===== src/rtl/fm_discrim_decim_if.sv =====
// Stream bus bundle for the FM discriminator: one beat per tvalid&&tready.
interface fm_discrim_decim_if #(
  parameter int TDATA_W = 32
);
  logic                   tvalid;
  logic                   tready;
  logic [TDATA_W-1:0]     tdata;
  logic                   tlast;
  logic [TDATA_W/8-1:0]   tstrb;

  modport master (output tvalid, tdata, tlast, tstrb, input  tready);
  modport slave  (input  tvalid, tdata, tlast, tstrb, output tready);
endinterface


===== src/rtl/fm_discrim_decim.sv =====
// FM discriminator with decimation: sums wrapped phase differences over
// groups of 2^DECIM_LOG2 beats (or up to tlast) and emits one output per group.
// Mode 1 passes the group-end phase, mode 2 emits a free-running group count.
module fm_discrim_decim #(
  parameter int ANGLE_W    = 16,
  parameter int DECIM_LOG2 = 2,
  parameter int TDATA_W    = 32
) (
  input  logic                      s00_axis_aclk,
  input  logic                      s00_axis_areset,
  fm_discrim_decim_if.slave         s00_axis,
  fm_discrim_decim_if.master        m00_axis,
  input  logic [1:0]                mode,
  input  logic [15:0]               squelch_thresh
);
  localparam int ACC_W = ANGLE_W + DECIM_LOG2;
  // Zero-width counter is avoided; with no decimation it stays at 0 = last.
  localparam int CNT_W = (DECIM_LOG2 > 0) ? DECIM_LOG2 : 1;
  localparam logic [CNT_W-1:0] CNT_LAST = CNT_W'((1 << DECIM_LOG2) - 1);

  if ((ANGLE_W + DECIM_LOG2 > TDATA_W) || (ANGLE_W > TDATA_W - 16)) begin : g_param_chk
    $error("fm_discrim_decim: ANGLE_W/DECIM_LOG2 do not fit in TDATA_W");
  end

  logic                     r_vld;
  logic [TDATA_W-1:0]       r_data;
  logic                     r_last;
  logic [TDATA_W/8-1:0]     r_strb;
  logic signed [ACC_W-1:0]  r_acc;
  logic [CNT_W-1:0]         r_cnt;
  logic [ANGLE_W-1:0]       r_prev;
  logic                     r_primed;
  logic [1:0]               r_mode;
  logic [TDATA_W-1:0]       r_ramp;

  logic                     w_acc;
  logic                     w_first;
  logic                     w_gend;
  logic                     w_sq;
  logic [15:0]              w_mag;
  logic [ANGLE_W-1:0]       w_phase;
  logic [ANGLE_W-1:0]       w_diff;
  logic signed [ANGLE_W-1:0] w_d;
  logic signed [ACC_W-1:0]  w_sum;
  logic [1:0]               w_mode_in;
  logic [1:0]               w_mode;
  logic [TDATA_W-1:0]       w_res;
  logic                     w_unused;

  // Upper tdata bits beyond the phase field carry no information.
  assign w_unused = ^s00_axis.tdata;

  assign s00_axis.tready = m00_axis.tready || !r_vld;
  assign w_acc   = s00_axis.tvalid && s00_axis.tready;
  assign w_first = (r_cnt == '0);
  assign w_gend  = (r_cnt == CNT_LAST) || s00_axis.tlast;

  assign w_mag   = s00_axis.tdata[15:0];
  assign w_phase = s00_axis.tdata[15+ANGLE_W:16];
  assign w_diff  = w_phase - r_prev;
  assign w_sq    = (squelch_thresh != 16'd0) && (w_mag < squelch_thresh);
  // Unprimed or squelched beats contribute nothing but still move prev_phase.
  assign w_d     = (r_primed && !w_sq) ? signed'(w_diff) : '0;
  // Group width of ANGLE_W+DECIM_LOG2 bits holds 2^DECIM_LOG2 worst-case diffs.
  assign w_sum   = r_acc + ACC_W'(w_d);

  // Mode 3 is an alias of the discriminator; the group's mode is taken at beat 0.
  assign w_mode_in = (mode == 2'd3) ? 2'd0 : mode;
  assign w_mode    = w_first ? w_mode_in : r_mode;

  // Result mux for the group-end beat.
  always_comb begin
    w_res = TDATA_W'(w_sum);
    case (w_mode)
      2'd1:    w_res = TDATA_W'(w_phase);
      2'd2:    w_res = r_ramp;
      default: w_res = TDATA_W'(w_sum);
    endcase
  end

  // Accumulate per beat, close groups into the output register, drain on ready.
  always_ff @(posedge s00_axis_aclk or posedge s00_axis_areset) begin
    if (s00_axis_areset) begin
      r_vld    <= 1'b0;
      r_data   <= '0;
      r_last   <= 1'b0;
      r_strb   <= '0;
      r_acc    <= '0;
      r_cnt    <= '0;
      r_prev   <= '0;
      r_primed <= 1'b0;
      r_mode   <= 2'd0;
      r_ramp   <= '0;
    end else begin
      if (r_vld && m00_axis.tready) r_vld <= 1'b0;
      if (w_acc) begin
        r_prev   <= w_phase;
        r_primed <= 1'b1;
        if (w_first) r_mode <= w_mode_in;
        if (w_gend) begin
          // A group end loads over a simultaneous drain, so no bubble appears.
          r_vld  <= 1'b1;
          r_data <= w_res;
          r_last <= s00_axis.tlast;
          r_strb <= s00_axis.tstrb;
          r_acc  <= '0;
          r_cnt  <= '0;
          r_ramp <= r_ramp + TDATA_W'(1);
        end else begin
          r_acc  <= w_sum;
          r_cnt  <= r_cnt + CNT_W'(1);
        end
      end
    end
  end

  assign m00_axis.tvalid = r_vld;
  assign m00_axis.tdata  = r_data;
  assign m00_axis.tlast  = r_last;
  assign m00_axis.tstrb  = r_strb;
endmodule


===== src/flat_wrapper.sv =====
// flat-port wrapper written by rule: the top's interface ports become plain ports
module fm_discrim_decim_flat 
#(
  parameter int ANGLE_W    = 16,
  parameter int DECIM_LOG2 = 2,
  parameter int TDATA_W    = 32
)
  (s00_axis_aclk, s00_axis_areset, mode, squelch_thresh, s00_axis_tvalid, s00_axis_tdata, s00_axis_tlast, s00_axis_tstrb, s00_axis_tready, m00_axis_tvalid, m00_axis_tdata, m00_axis_tlast, m00_axis_tstrb, m00_axis_tready);
  fm_discrim_decim_if #(.TDATA_W(TDATA_W)) s00_axis_i ();
  fm_discrim_decim_if #(.TDATA_W(TDATA_W)) m00_axis_i ();
  input  logic s00_axis_aclk;
  input  logic s00_axis_areset;
  input  logic [1:0] mode;
  input  logic [15:0] squelch_thresh;
  input wire logic [$bits(s00_axis_i.tvalid)-1:0] s00_axis_tvalid;
  input wire logic [$bits(s00_axis_i.tdata)-1:0] s00_axis_tdata;
  input wire logic [$bits(s00_axis_i.tlast)-1:0] s00_axis_tlast;
  input wire logic [$bits(s00_axis_i.tstrb)-1:0] s00_axis_tstrb;
  output wire logic [$bits(s00_axis_i.tready)-1:0] s00_axis_tready;
  output wire logic [$bits(m00_axis_i.tvalid)-1:0] m00_axis_tvalid;
  output wire logic [$bits(m00_axis_i.tdata)-1:0] m00_axis_tdata;
  output wire logic [$bits(m00_axis_i.tlast)-1:0] m00_axis_tlast;
  output wire logic [$bits(m00_axis_i.tstrb)-1:0] m00_axis_tstrb;
  input wire logic [$bits(m00_axis_i.tready)-1:0] m00_axis_tready;
  assign s00_axis_i.tvalid = s00_axis_tvalid;
  assign s00_axis_i.tdata = s00_axis_tdata;
  assign s00_axis_i.tlast = s00_axis_tlast;
  assign s00_axis_i.tstrb = s00_axis_tstrb;
  assign s00_axis_tready = s00_axis_i.tready;
  assign m00_axis_tvalid = m00_axis_i.tvalid;
  assign m00_axis_tdata = m00_axis_i.tdata;
  assign m00_axis_tlast = m00_axis_i.tlast;
  assign m00_axis_tstrb = m00_axis_i.tstrb;
  assign m00_axis_i.tready = m00_axis_tready;
  fm_discrim_decim #(.ANGLE_W(ANGLE_W), .DECIM_LOG2(DECIM_LOG2), .TDATA_W(TDATA_W)) u_core (.s00_axis_aclk(s00_axis_aclk), .s00_axis_areset(s00_axis_areset), .s00_axis(s00_axis_i), .m00_axis(m00_axis_i), .mode(mode), .squelch_thresh(squelch_thresh));
endmodule

===== config.mk =====
export PLATFORM = sky130hd
export DESIGN_NAME = fm_discrim_decim_flat
export DESIGN_NICKNAME = d
export VERILOG_FILES = /design/src/rtl/fm_discrim_decim_if.sv /design/src/rtl/fm_discrim_decim.sv /design/src/flat_wrapper.sv
export SDC_FILE = /design/constraint.sdc
export NUM_CORES = 1
export LEC_CHECK = 0
export ABC_AREA = 1
export CORE_MARGIN = 5
export CORE_UTILIZATION = 35
export DETAILED_ROUTE_END_ITERATION = 8
export PLACE_DENSITY_LB_ADDON = 0.05
export SYNTH_ARGS = -nofsm -noshare
export SYNTH_HDL_FRONTEND = slang
export SYNTH_SLANG_ARGS = --single-unit

===== constraint.sdc =====
create_clock -name s00_axis_aclk -period 10 [get_ports s00_axis_aclk]
set_input_delay 1 -clock s00_axis_aclk [delete_from_list [all_inputs] [get_ports s00_axis_aclk]]
set_output_delay 1 -clock s00_axis_aclk [all_outputs]
set_load 0.05 [all_outputs]

==> metrics.yaml, run 1 <==
pwr:
  pwr-share-comb_pct: 48.5
  p_sw_share_pct: 44.1
  p_sw_uw: 864
  power_frac_clock_pct: 19.7
  power_mw: 1.96
  intPower_mw: 1.09
  worst_ir_drop_vdd_mv: 0.175
  power_leakage_nw: 4.17
  p_seq_share_pct: 31.9
  p_per_area_nw_per_um2: 231
drt:
  firstDrtPassIters: 5
  final_antenna_net_count: 0
  drc: 0
  drt-total-wl_um: 19400
  vias: 5905
  wl_per_cell_um: 15.9
  viasPerCell: 4.83
  initialDrtViolationCount: 320
finish:
  fin_nets: 1065
  drive_above_1_share_pct: 5.85
  diodes: 0
  area_delta_synth_final_pct: 22.7
die:
  dieHeight_um: 151
  die_area_um2: 22700
  rows: 51
  fp.dieW_um: 151
  pin_count: 98
  initial_core_util_pct: 35.5
  coreArea_um2: 19500
synth:
  synthCells: 859
  synth_cell_types: 41
  syn_area_per_cell_um2: 8.05
  ys_top_cells_by_area: "dfrtp_1, nand2_1, ha_1"
  synth_area_um2: 6910
  synth_fp_nets: 972
  synth-main-ff-cell: "dfrtp_1"
  synth_edf_count: 0
  synthTopCellsByCount: "nand2_1, inv_1, dfrtp_1"
  ys_async_sr_fraction_pct: 100
  ys_ff_latch: 109
  yosys.area.top_type_share_pct: 39.5
  synth_most_common_cell: "nand2_1"
  synth_warnings: 0
  synth_top_area_cell: "dfrtp_1"
  synth_seq_area_share_pct: 39.5
clock_network:
  cts-resized-gates: 0
  insertion_delay_ns: 0.36
  htree_levels: 3
  numCtsBuffers: 9
  cts_sinks: 109
  post_cts_buffers: 0
  holdBufCountCts: 0
  tritoncts: "done"
  clockBufferDepth: 2
  cts_root_buffer: "clkbuf_16"
  path_clk_slew_ns: 0.08
critical_path:
  rrSetupSlack_ns: 6.07
  end_kind: "flip-flop"
  critPathLaunch: "squelch_thresh[11]"
  startpoint_type: "primary input"
  r2r_end: "u_core.m00_axis.tdata[20]"
  cp.arrival_ns: 5.06
  worstSetupEndpoint: "u_core.m00_axis.tdata[20]"
  r2r_start: "u_core.r_prev[0]"
  crit_type: "primary input to flip-flop"
  critPathRequiredTime_ns: 10.29
  path_max_fanout: 15
  rr_worst_depth: 21
place:
  io_buffer_count: 97
  hpwl_um: 14400
  routabilityCongestion: 0.811
timing:
  rsz0062_at_grt: "no"
  timing.slew.headroom_pct: 46.2
  fmax_mhz: 209
  hold_violations: 0
  tns_ns: 0
  slew_violations: 0
  fin_skew_ns: 0.00885
  final-setup-viol-count: 0
  worst_pin_slew_ns: 0.806
  fin_crit_ns: 4.78
  timing.final.crit_share_pct: 47.8
hold_path:
  hp-class: "flip-flop to flip-flop"
outcome:
  status: "complete, no violations"
global_routing:
  grt_max_degree: 59
  grt_pass1_vias: 5905
  grt_pass1_wl_um: 31600
  antenna_found_initial: 0
  grt_overflow_total: 0
  grtUsageTotal_pct: 17.8
run:
  drv_cap: 0
## cell type report
| class | instances | area (um^2) |
|---|---|---|
| clock inverter | 5 | 63.8 |
| fill | 1983 | 11000 |
| clock buffer | 11 | 243 |
| sequential | 109 | 2730 |
| inverter | 117 | 442 |
| timing repair buffer | 103 | 1020 |
| tap | 265 | 332 |
| multi-input combinational | 612 | 3650 |
## sequential cells by signal, indices dropped and copies added, names as in the netlist
signal	cells
u_core.m00_axis.tdata	32
u_core.m00_axis.tlast	1
u_core.m00_axis.tstrb	4
u_core.m00_axis.tvalid	1
u_core.r_acc	18
u_core.r_cnt	2
u_core.r_mode	2
u_core.r_prev	16
u_core.r_primed	1
u_core.r_ramp	32
## worst min path at each step
stage / startpoint / to / slack [ns] / depth (start not counted)
after floorplan: u_core.r_ramp[31] / u_core.r_ramp[31] / 0.44 / 1
after CTS: u_core.r_ramp[31] / u_core.r_ramp[31] / 0.48 / 1
after global placement: u_core.r_ramp[31] / u_core.r_ramp[31] / 0.46 / 1
final: u_core.r_ramp[31] / u_core.r_ramp[31] / 0.48 / 1
after global routing: u_core.m00_axis.tdata[7] / u_core.m00_axis.tdata[7] / 0.51 / 2
after detailed placement: u_core.m00_axis.tlast / u_core.m00_axis.tlast / 0.47 / 2
## routing by layer
layer | part of all wire, % | up-vias | track usage [%]
met2 | 41 | 129 | 25.9
met3 | 5.1 | 17 | 4.36
li1 | - | 3015 | -
met5 | 0 | - | 0
met4 | 1.3 | 0 | 3.93
met1 | 52 | 2744 | 26.7
## power by group through the flow
stage	logic [mW]	clock network, mW	registers (mW)
global placement	0.955	0	0.633
floorplan	0.438	0	0.830
finish	0.949	0.385	0.624
global route	1.04	0.413	0.640
CTS	0.959	0.396	0.625
detailed placement	0.955	0	0.629
## cells by family (layout without fill, tap and decap cells)
family	Yosys count	after routing	synth area share (%)
buffers and inverters	138	236	7.66
flip-flops	109	109	39.5
XOR/XNOR	49	49	6.21
AND/OR/NAND/NOR	339	339	21.7
AO/OA/AOI/OAI	170	170	15.0
adder cells (fa/ha/maj)	54	54	9.99
## through the flow
stage          cell area (um^2)  instances  hold WS [ns]  utilization, %  worst slack, ns
6_report                   8480       1222         0.478            43.6             5.22
5_1_grt                    8480       1222         0.505            43.6             4.72
4_1_cts                    8480       1222         0.480            43.6             5.14
3_5_place_dp               8170       1206         0.466            42.0             4.80
3_3_place_gp               8170       1206         0.460            42.0             4.79
2_1_floorplan              6910        859         0.442               -             6.08
## critical path: stages
cell             delay [ns]
clkdlybuf4s50_1        0.49
inv_1                  0.05
ha_1                   0.28
nand2_1                0.05
inv_1                  0.06
nand3_1                0.07
nor3_1                 0.13
nand2_1                0.09
a21oi_1                0.61
o21ai_0                0.18
a21oi_1                0.22
ha_1                   0.32
a21oi_1                0.20
o21ai_0                0.13
nand2_1                0.08
nand2_1                0.06
nand3_1                0.07
nand2_1                0.05
nor2_1                 0.13
inv_1                  0.05
nand3_1                0.10
nand3_2                0.36
a21oi_1                0.27
## layout by cell type (no fill, tap or decap), types with 3 or more instances in the layout
master and count:
a22o_1 8, inv_1 115, nand2_1 188, a2bb2oi_1 12
nand3_1 33, buf_4 6, ha_1 52, nor3_1 18
clkdlybuf4s50_1 97, xnor2_1 14, a21oi_1 73, dfrtp_1 109
a32o_1 3, xor2_1 35, o21ai_0 47, nand3b_1 3
a21boi_0 3, nor2_1 56, nand4_1 7, a221oi_1 12
or2_2 21, o21bai_1 3, clkbuf_16 9
Note: power is estimated with default switching activity, not from simulation.
==> inputs of run 2 (changes only) <==
Clock period 10 ns to 4.9 ns, I/O delays scaled along.
==> metrics.yaml, run 2 (synthesis results as in run 1) <==
clock_network:
  numCtsBuffers: 9  # unchanged
  cts_sinks: 109  # unchanged
  post_cts_buffers: 0  # unchanged
  cts-resized-gates: 0  # unchanged
  clockBufferDepth: 2  # unchanged
  htree_levels: 3  # unchanged
  cts_root_buffer: "clkbuf_16"  # unchanged
  holdBufCountCts: 0  # unchanged
  tritoncts: "done"  # unchanged
  path_clk_slew_ns: 0.08  # about the same
  insertion_delay_ns: 0.37  # was 0.36 ns
drt:
  final_antenna_net_count: 0  # unchanged
  wl_per_cell_um: 15.8  # was 15.9 um
  firstDrtPassIters: 4  # was 5
  drt-total-wl_um: 19400  # about the same
  viasPerCell: 4.77  # was 4.83
  vias: 5871  # was 5905
  drc: 0  # unchanged
  initialDrtViolationCount: 319  # was 320
finish:
  diodes: 0  # unchanged
  final_util_pct: 44.0  # was 43.6%
  area_delta_synth_final_pct: 23.9  # was 22.7%
  layout_common_cells: "nand2_1, inv_1, dfrtp_1"  # unchanged
  layout_commonest_cell: "nand2_1"  # unchanged
  fin_nets: 1073  # was 1065
  drive_above_1_share_pct: 6.63  # was 5.85%
critical_path:
  path_max_fanout: 10  # was 15
  critPathRequiredTime_ns: 5.18  # was 10.29 ns
  startpoint_type: "primary input"  # unchanged
  crit_type: "primary input to flip-flop"  # unchanged
  cp.arrival_ns: 4.64  # was 5.06 ns
  end_kind: "flip-flop"  # unchanged
timing:
  worst_pin_slew_ns: 0.871  # was 0.806 ns
  fmax_mhz: 230
  timing.final.crit_share_pct: 88.8
  slew_violations: 0  # unchanged
  rsz0062_at_grt: "no"  # unchanged
  fin_crit_ns: 4.35
  timing.slew.headroom_pct: 42.0  # was 46.2%
  final-setup-viol-count: 0  # unchanged
  hold_violations: 0  # unchanged
  fin_skew_ns: 0.0148  # was 0.00885 ns
  tns_ns: 0  # unchanged
die:
  coreArea_um2: 19500  # unchanged
  initial_core_util_pct: 35.5  # unchanged
  dieHeight_um: 151  # unchanged
  rows: 51  # unchanged
  pin_count: 98  # unchanged
  fp.dieW_um: 151  # unchanged
  die_area_um2: 22700  # unchanged
outcome:
  status: "complete, no violations"  # unchanged
pwr:
  p_per_area_nw_per_um2: 469  # was 231 nW/um^2
  power_leakage_nw: 4.22  # was 4.17 nW
  worst_ir_drop_vdd_mv: 0.348  # was 0.175 mV
global_routing:
  grt_pass1_vias: 5894  # was 5905
  grt_pass1_wl_um: 31400  # was 31600 um
  grt_max_degree: 65  # was 59
  antenna_found_initial: 0  # unchanged
  grt_overflow_total: 0  # unchanged
  grtUsageTotal_pct: 17.8  # about the same
place:
  routabilityCongestion: 0.818  # was 0.811
  hpwl_um: 14800  # was 14400 um
  io_buffer_count: 97  # unchanged
run:
  drv_cap: 0  # unchanged
hold_path:
  hp-class: "flip-flop to flip-flop"  # unchanged
-- run 2: final cells by class --
type                    instances  area [um^2]
fillers                      2012        10900
multi-input cells             612         3650
flip-flops and latches        109         2730
repair buffers                111         1100
inverters                     117          442
well taps                     265          332
clock buffers                  10          229
clock inverters                 6         80.1
-- run 2: where the power goes --
part,switching (mW),internal [mW]
logic,1.25,0.716
clock network,0.372,0.407
registers,0.147,1.13
-- run 2: final timing paths --
check                                    from                   endpoint  slack (ns)  cells after the start
min in group asynchronous     s00_axis_areset           u_core.r_mode[0]        0.66                      2
max reg2reg                  u_core.r_prev[0]  u_core.m00_axis.tdata[26]        1.31                     24
min reg2reg                 u_core.r_ramp[31]          u_core.r_ramp[31]        0.47                      1
max in group asynchronous     s00_axis_areset           u_core.r_ramp[0]        3.47                      3
min                         u_core.r_ramp[31]          u_core.r_ramp[31]        0.47                      1
max                        squelch_thresh[11]  u_core.m00_axis.tdata[10]        0.55                     23
-- run 2: per-layer routing --
layer / GRT usage (%) / vias to the layer above / share of wire, %
met5: 0 / - / 0
met4: 3.98 / 0 / 1.1
met3: 3.43 / 12 / 4.6
met2: 26.6 / 111 / 42
met1: 26.5 / 2711 / 52
li1: - / 3037 / -
-- run 2: stage by stage --
step           cell area (um^2)  hold WS [ns]  setup WS (ns)  instances  total power, mW
6_report                   8570         0.470          0.547       1230             4.02
5_1_grt                    8570         0.486          0.133       1230             4.29
4_1_cts                    8570         0.473          0.562       1230             4.07
3_5_place_dp               8260         0.463          0.199       1214             3.26
3_3_place_gp               8260         0.457          0.159       1214             3.28
2_1_floorplan              6910         0.442           1.49        859             2.59
-- run 2: critical path, stage by stage --
cell and delay, ns:
clkdlybuf4s50_1 0.48, inv_1 0.05, ha_1 0.28, nand2_1 0.05, inv_1 0.06, nand3_1 0.08
nor3_1 0.14, nand2_1 0.09, nand2_1 0.08, nand2_1 0.32, nor2_1 0.20, ha_1 0.25
inv_1 0.12, fa_1 0.42, o21ai_0 0.31, nand2_1 0.15, nand2_1 0.08, o21ai_0 0.13
o21ai_0 0.32, a21oi_1 0.15, nand2_1 0.11, nand3_1 0.10, a21boi_0 0.18
==> inputs of run 3 (changes only) <==
Settings changed: HOLD_SLACK_MARGIN from default to 0.1, TNS_END_PERCENT from default to 100.
==> results of run 3 <==
Final layout, timing and power as in run 2 (identical DEF).
==> RTL edit 1: new RTL, settings of run 3 <==
`TDATA_W` is set to 32 in 3 places; all go to 36.
--- a/src/rtl/fm_discrim_decim_if.sv
+++ b/src/rtl/fm_discrim_decim_if.sv
@@ -1,6 +1,6 @@
 // Stream bus bundle for the FM discriminator: one beat per tvalid&&tready.
 interface fm_discrim_decim_if #(
-  parameter int TDATA_W = 32
+  parameter int TDATA_W = 36
 );
   logic                   tvalid;
   logic                   tready;
--- a/src/rtl/fm_discrim_decim.sv
+++ b/src/rtl/fm_discrim_decim.sv
@@ -4,7 +4,7 @@
 module fm_discrim_decim #(
   parameter int ANGLE_W    = 16,
   parameter int DECIM_LOG2 = 2,
-  parameter int TDATA_W    = 32
+  parameter int TDATA_W    = 36
 ) (
   input  logic                      s00_axis_aclk,
   input  logic                      s00_axis_areset,
--- a/src/flat_wrapper.sv
+++ b/src/flat_wrapper.sv
@@ -3,7 +3,7 @@
 #(
   parameter int ANGLE_W    = 16,
   parameter int DECIM_LOG2 = 2,
-  parameter int TDATA_W    = 32
+  parameter int TDATA_W    = 36
 )
   (s00_axis_aclk, s00_axis_areset, mode, squelch_thresh, s00_axis_tvalid, s00_axis_tdata, s00_axis_tlast, s00_axis_tstrb, s00_axis_tready, m00_axis_tvalid, m00_axis_tdata, m00_axis_tlast, m00_axis_tstrb, m00_axis_tready);
   fm_discrim_decim_if #(.TDATA_W(TDATA_W)) s00_axis_i ();
Interface: changed (resized m00_axis_tdata and s00_axis_tdata); port bits go from 98 to 106. No check against the original RTL was run, so the function may have changed too.
==> RTL edit 1 against run 3 <==
Power rose by 17%. Final area rose by 8.4%. Via count rose by 5.2%. Routed wire length rose by 4.7%. Non-clock buffer count fell by 2. Sequential cell count rose by 8. Area after synthesis rose by 6.7%. Sequential share of layout area fell by 0.32 points. Setup slack improved by 0.19 ns. Sequential power rose by 9%. Maximum frequency rose by 4.5%. Highest routed layer unchanged.
==> RTL edit 1: results (changes against run 3) <==
run_status:
  outcome: "complete, no violations"
layout:
  drive_gt1_share_pct: 9.57  # +2.9 points
  fillCellCount: 2150  # +6.9%
  final_net_count: 1149  # +7.1%
  finalNonFillerCells: 1320  # +7.3%
power_and_ir_drop:
  p_leak_nw: 4.63  # +9.7%
  p_total_mw: 4.71  # +17%
  p_int_mw: 2.69  # +20%
  pg_comb_mw: 2.06  # +5%
  p_seq_mw: 1.38  # +9%
  vdd_drop_max_mv: 0.255  # -27%
drt:
  wl_met2_um: 8540  # +4.5%
  drt_iter0_markers: 345  # +8.2%
  vias: 6176  # +5.2%
  wirelength_um: 20300  # +4.7%
  wl_met1_um: 10400  # +2.5%
  dr.pass1.iters: 6  # +2
global_route:
  grt_max_degree: 53  # -18%
  grt_pass1_wl_um: 33100  # +5.4%
  grt_use_met1_pct: 25.4  # -1.2 points
  met3_usage_pct: 4.23  # +0.80 points
  grt_use_met2_pct: 25.9  # -0.65 points
  track_usage_pct: 17.5  # -0.26 points
synthesis:
  synthTopCellsByCount: "nand2_1, inv_1, dfrtp_1"
  seq_area_frac_synth_pct: 39.7  # +0.24 points
  syn-num-nets: 1045  # +7.5%
  ys_types: 47  # +15%
  synth_area_leaders: "dfrtp_1, nand2_1, ha_1, inv_1, xor2_1"
placed_design:
  dp_hpwl_um: 15100  # +1.9%
  post-place-ws_ns: 0.316  # +0.116 ns
  gp_congestion: 0.827  # +1.1%
  place_area_um2: 8690  # +5.3%
clock_tree:
  htreeDepth: 4  # +1
  clk_pin_slew_ns: 0.07
  clk_latency_ns: 0.43  # +0.06 ns
critical_path:
  cp_max_fo: 19  # +9
  arrival_ns: 4.51  # -0.13 ns
sta:
  timing.slew.headroom_pct: 57.7  # +16 points
  final.setup_skew_ns: 0.0132  # -0.00166 ns
RTL edit 1: logic make-up (layout without fill, tap and decap cells):
logic type,count (synthesis),in the layout,synth area share [%]
XOR/XNOR,54,54,6.41
AND/OR/NAND/NOR,368,368,22.4
flip-flops,117,117,39.7
buffers and inverters,160,277,8.30
adder cells (fa/ha/maj),54,54,9.37
AO/OA/AOI/OAI,175,175,13.8
RTL edit 1: layout make-up:
| cell class | instances | area [um2] | share of cell area (%) |
|---|---|---|---|
| Multi-Input combinational cell | 651 | 3840 | 41.3 |
| Sequential cell | 117 | 2930 | 31.5 |
| Timing Repair Buffer | 109 | 1070 | 11.5 |
| Inverter | 136 | 513 | 5.52 |
| Clock buffer | 18 | 429 | 4.62 |
| Tap cell | 275 | 344 | 3.70 |
| Clock inverter | 14 | 165 | 1.78 |
RTL edit 1: worst paths after layout:
kind	start	end	slack, ns	cells after the start
max in group asynchronous	s00_axis_areset	u_core.r_mode[0]$_DFFE_PP0P_	3.43	3
setup reg to reg	u_core.r_prev[0]$_DFFE_PP0P_	u_core.m00_axis.tdata[28]$_DFFE_PP0P_	1.01	21
min in group asynchronous	s00_axis_areset	u_core.r_ramp[8]$_DFFE_PP0P_	0.51	2
hold reg to reg	u_core.m00_axis.tstrb[2]$_DFFE_PP0P_	u_core.m00_axis.tstrb[2]$_DFFE_PP0P_	0.47	2
hold / removal	u_core.m00_axis.tstrb[2]$_DFFE_PP0P_	u_core.m00_axis.tstrb[2]$_DFFE_PP0P_	0.47	2
setup / recovery	squelch_thresh[15]	u_core.m00_axis.tdata[28]$_DFFE_PP0P_	0.73	21
==> RTL edit 2: new RTL, config.mk and constraints of run 3 <==
Made on the original files. Make the reset (`s00_axis_areset`) synchronous in one clocked block.
--- a/src/rtl/fm_discrim_decim.sv
+++ b/src/rtl/fm_discrim_decim.sv
@@ -79,7 +79,7 @@
   end
 
   // Accumulate per beat, close groups into the output register, drain on ready.
-  always_ff @(posedge s00_axis_aclk or posedge s00_axis_areset) begin
+  always_ff @(posedge s00_axis_aclk) begin
     if (s00_axis_areset) begin
       r_vld    <= 1'b0;
       r_data   <= '0;
Function: differs if s00_axis_areset is asserted again (counterexample within 4 cycles, from zero or initial values and one cycle with s00_axis_areset high); with s00_axis_areset held inactive, the same outputs for 4 cycles.
==> RTL edit 2 against run 3 <==
Critical path depth rose by 1. Area after synthesis fell by 2.3%. Final area fell by 3.3%. Via count rose by 10%. Setup slack improved by 0.15 ns. Sequential cell count did not move. Routed wire length rose by 7.9%. Sequential share of layout area fell by 5.5 points. Critical endpoint is now u_core.m00_axis.tdata[17]$_SDFFE_PP0P_.
Power is not compared: it rests on default switching activity, and its combinational part moved more than twofold at a synthesized area within 25%.
==> RTL edit 2: results (changes against run 3) <==
synthesis:
  seq_area_frac_synth_pct: 32.3  # -7.1 points
  synth_adder_area_share_pct: 10.2  # +0.24 points
  async_reset_ff_share_pct: 0  # -100 points
  ys_types: 48  # +17%
  synth_area_leaders: "dfxtp_1, nand2_1, a21oi_1, ha_1, o21ai_0"
  synth-main-ff-cell: "dfxtp_1"
  syn-num-nets: 1079  # +11%
sta:
  tightest_slew_ns: 0.632  # -0.239 ns
  final.min_clock_period_ns: 4.21  # -0.147 ns
global_route:
  grt_pass1_vias: 6343  # +7.6%
  grt_pass1_wl_um: 33800  # +7.7%
  track_usage_pct: 19.1  # +1.3 points
  grt_use_met1_pct: 25.4  # -1.1 points
  grt_max_degree: 63  # -3.1%
  met3_usage_pct: 2.73  # -0.70 points
critical_path:
  cp_top_family: "compound AO/OA/AOI/OAI gates"
  rr_startpoint: "u_core.r_prev[0]$_SDFFE_PP0P_"
  worst_r2r_endpoint: "u_core.m00_axis.tdata[17]$_SDFFE_PP0P_"
  crit_slowest_cell: "fa_1"
  cp_max_fo: 15  # +5
  crit_start: "s00_axis_tdata[16]"
  rr_worst_depth: 22  # -8.3%
layout:
  fillCellCount: 2006  # -0.30%
  nNonClkBuffers: 105  # -5.4%
  final_net_count: 1160  # +8.1%
  synthToLayoutAreaGrowth_pct: 22.7
  sh_seq_area_pct: 26.3  # -5.5 points
  multi_input_area_share_pct: 48.2  # +5.5 points
  final-nonclk-buf-share_pct: 12.4  # -0.47 points
  inverters: 116  # -0.85%
die:
  nWellTaps: 260  # -1.9%
drt:
  met3WireLength_um: 802  # -9.4%
  wl_met1_um: 9920  # -2.1%
  wl_met2_um: 9970  # +22%
  vias: 6484  # +10%
  routed_via_density: 4.94  # +3.5%
  drt_iter0_markers: 470  # +47%
  wl_per_cell_um: 16.0  # +1.2%
placed_design:
  gp_congestion: 0.873  # +6.8%
  post-place-ws_ns: 0.350  # +0.150 ns
  dp_hpwl_um: 15700  # +6.1%
run_status:
  outcome: "complete, no violations"
==> RTL edit 2: worst min-delay path by stage <==
stage                                          startpoint  cells past startpoint                                     to  slack [ns]
finish                      u_core.r_prev[5]$_SDFFE_PP0P_                      2          u_core.r_prev[5]$_SDFFE_PP0P_        0.47
floorplan                   u_core.r_prev[7]$_SDFFE_PP0P_                      2          u_core.r_prev[7]$_SDFFE_PP0P_        0.43
global route        u_core.m00_axis.tstrb[1]$_SDFFE_PP0P_                      2  u_core.m00_axis.tstrb[1]$_SDFFE_PP0P_        0.48
detailed placement          u_core.r_prev[7]$_SDFFE_PP0P_                      2          u_core.r_prev[7]$_SDFFE_PP0P_        0.45
global placement           u_core.r_prev[11]$_SDFFE_PP0P_                      2         u_core.r_prev[11]$_SDFFE_PP0P_        0.45
CTS                         u_core.r_prev[7]$_SDFFE_PP0P_                      2          u_core.r_prev[7]$_SDFFE_PP0P_        0.47
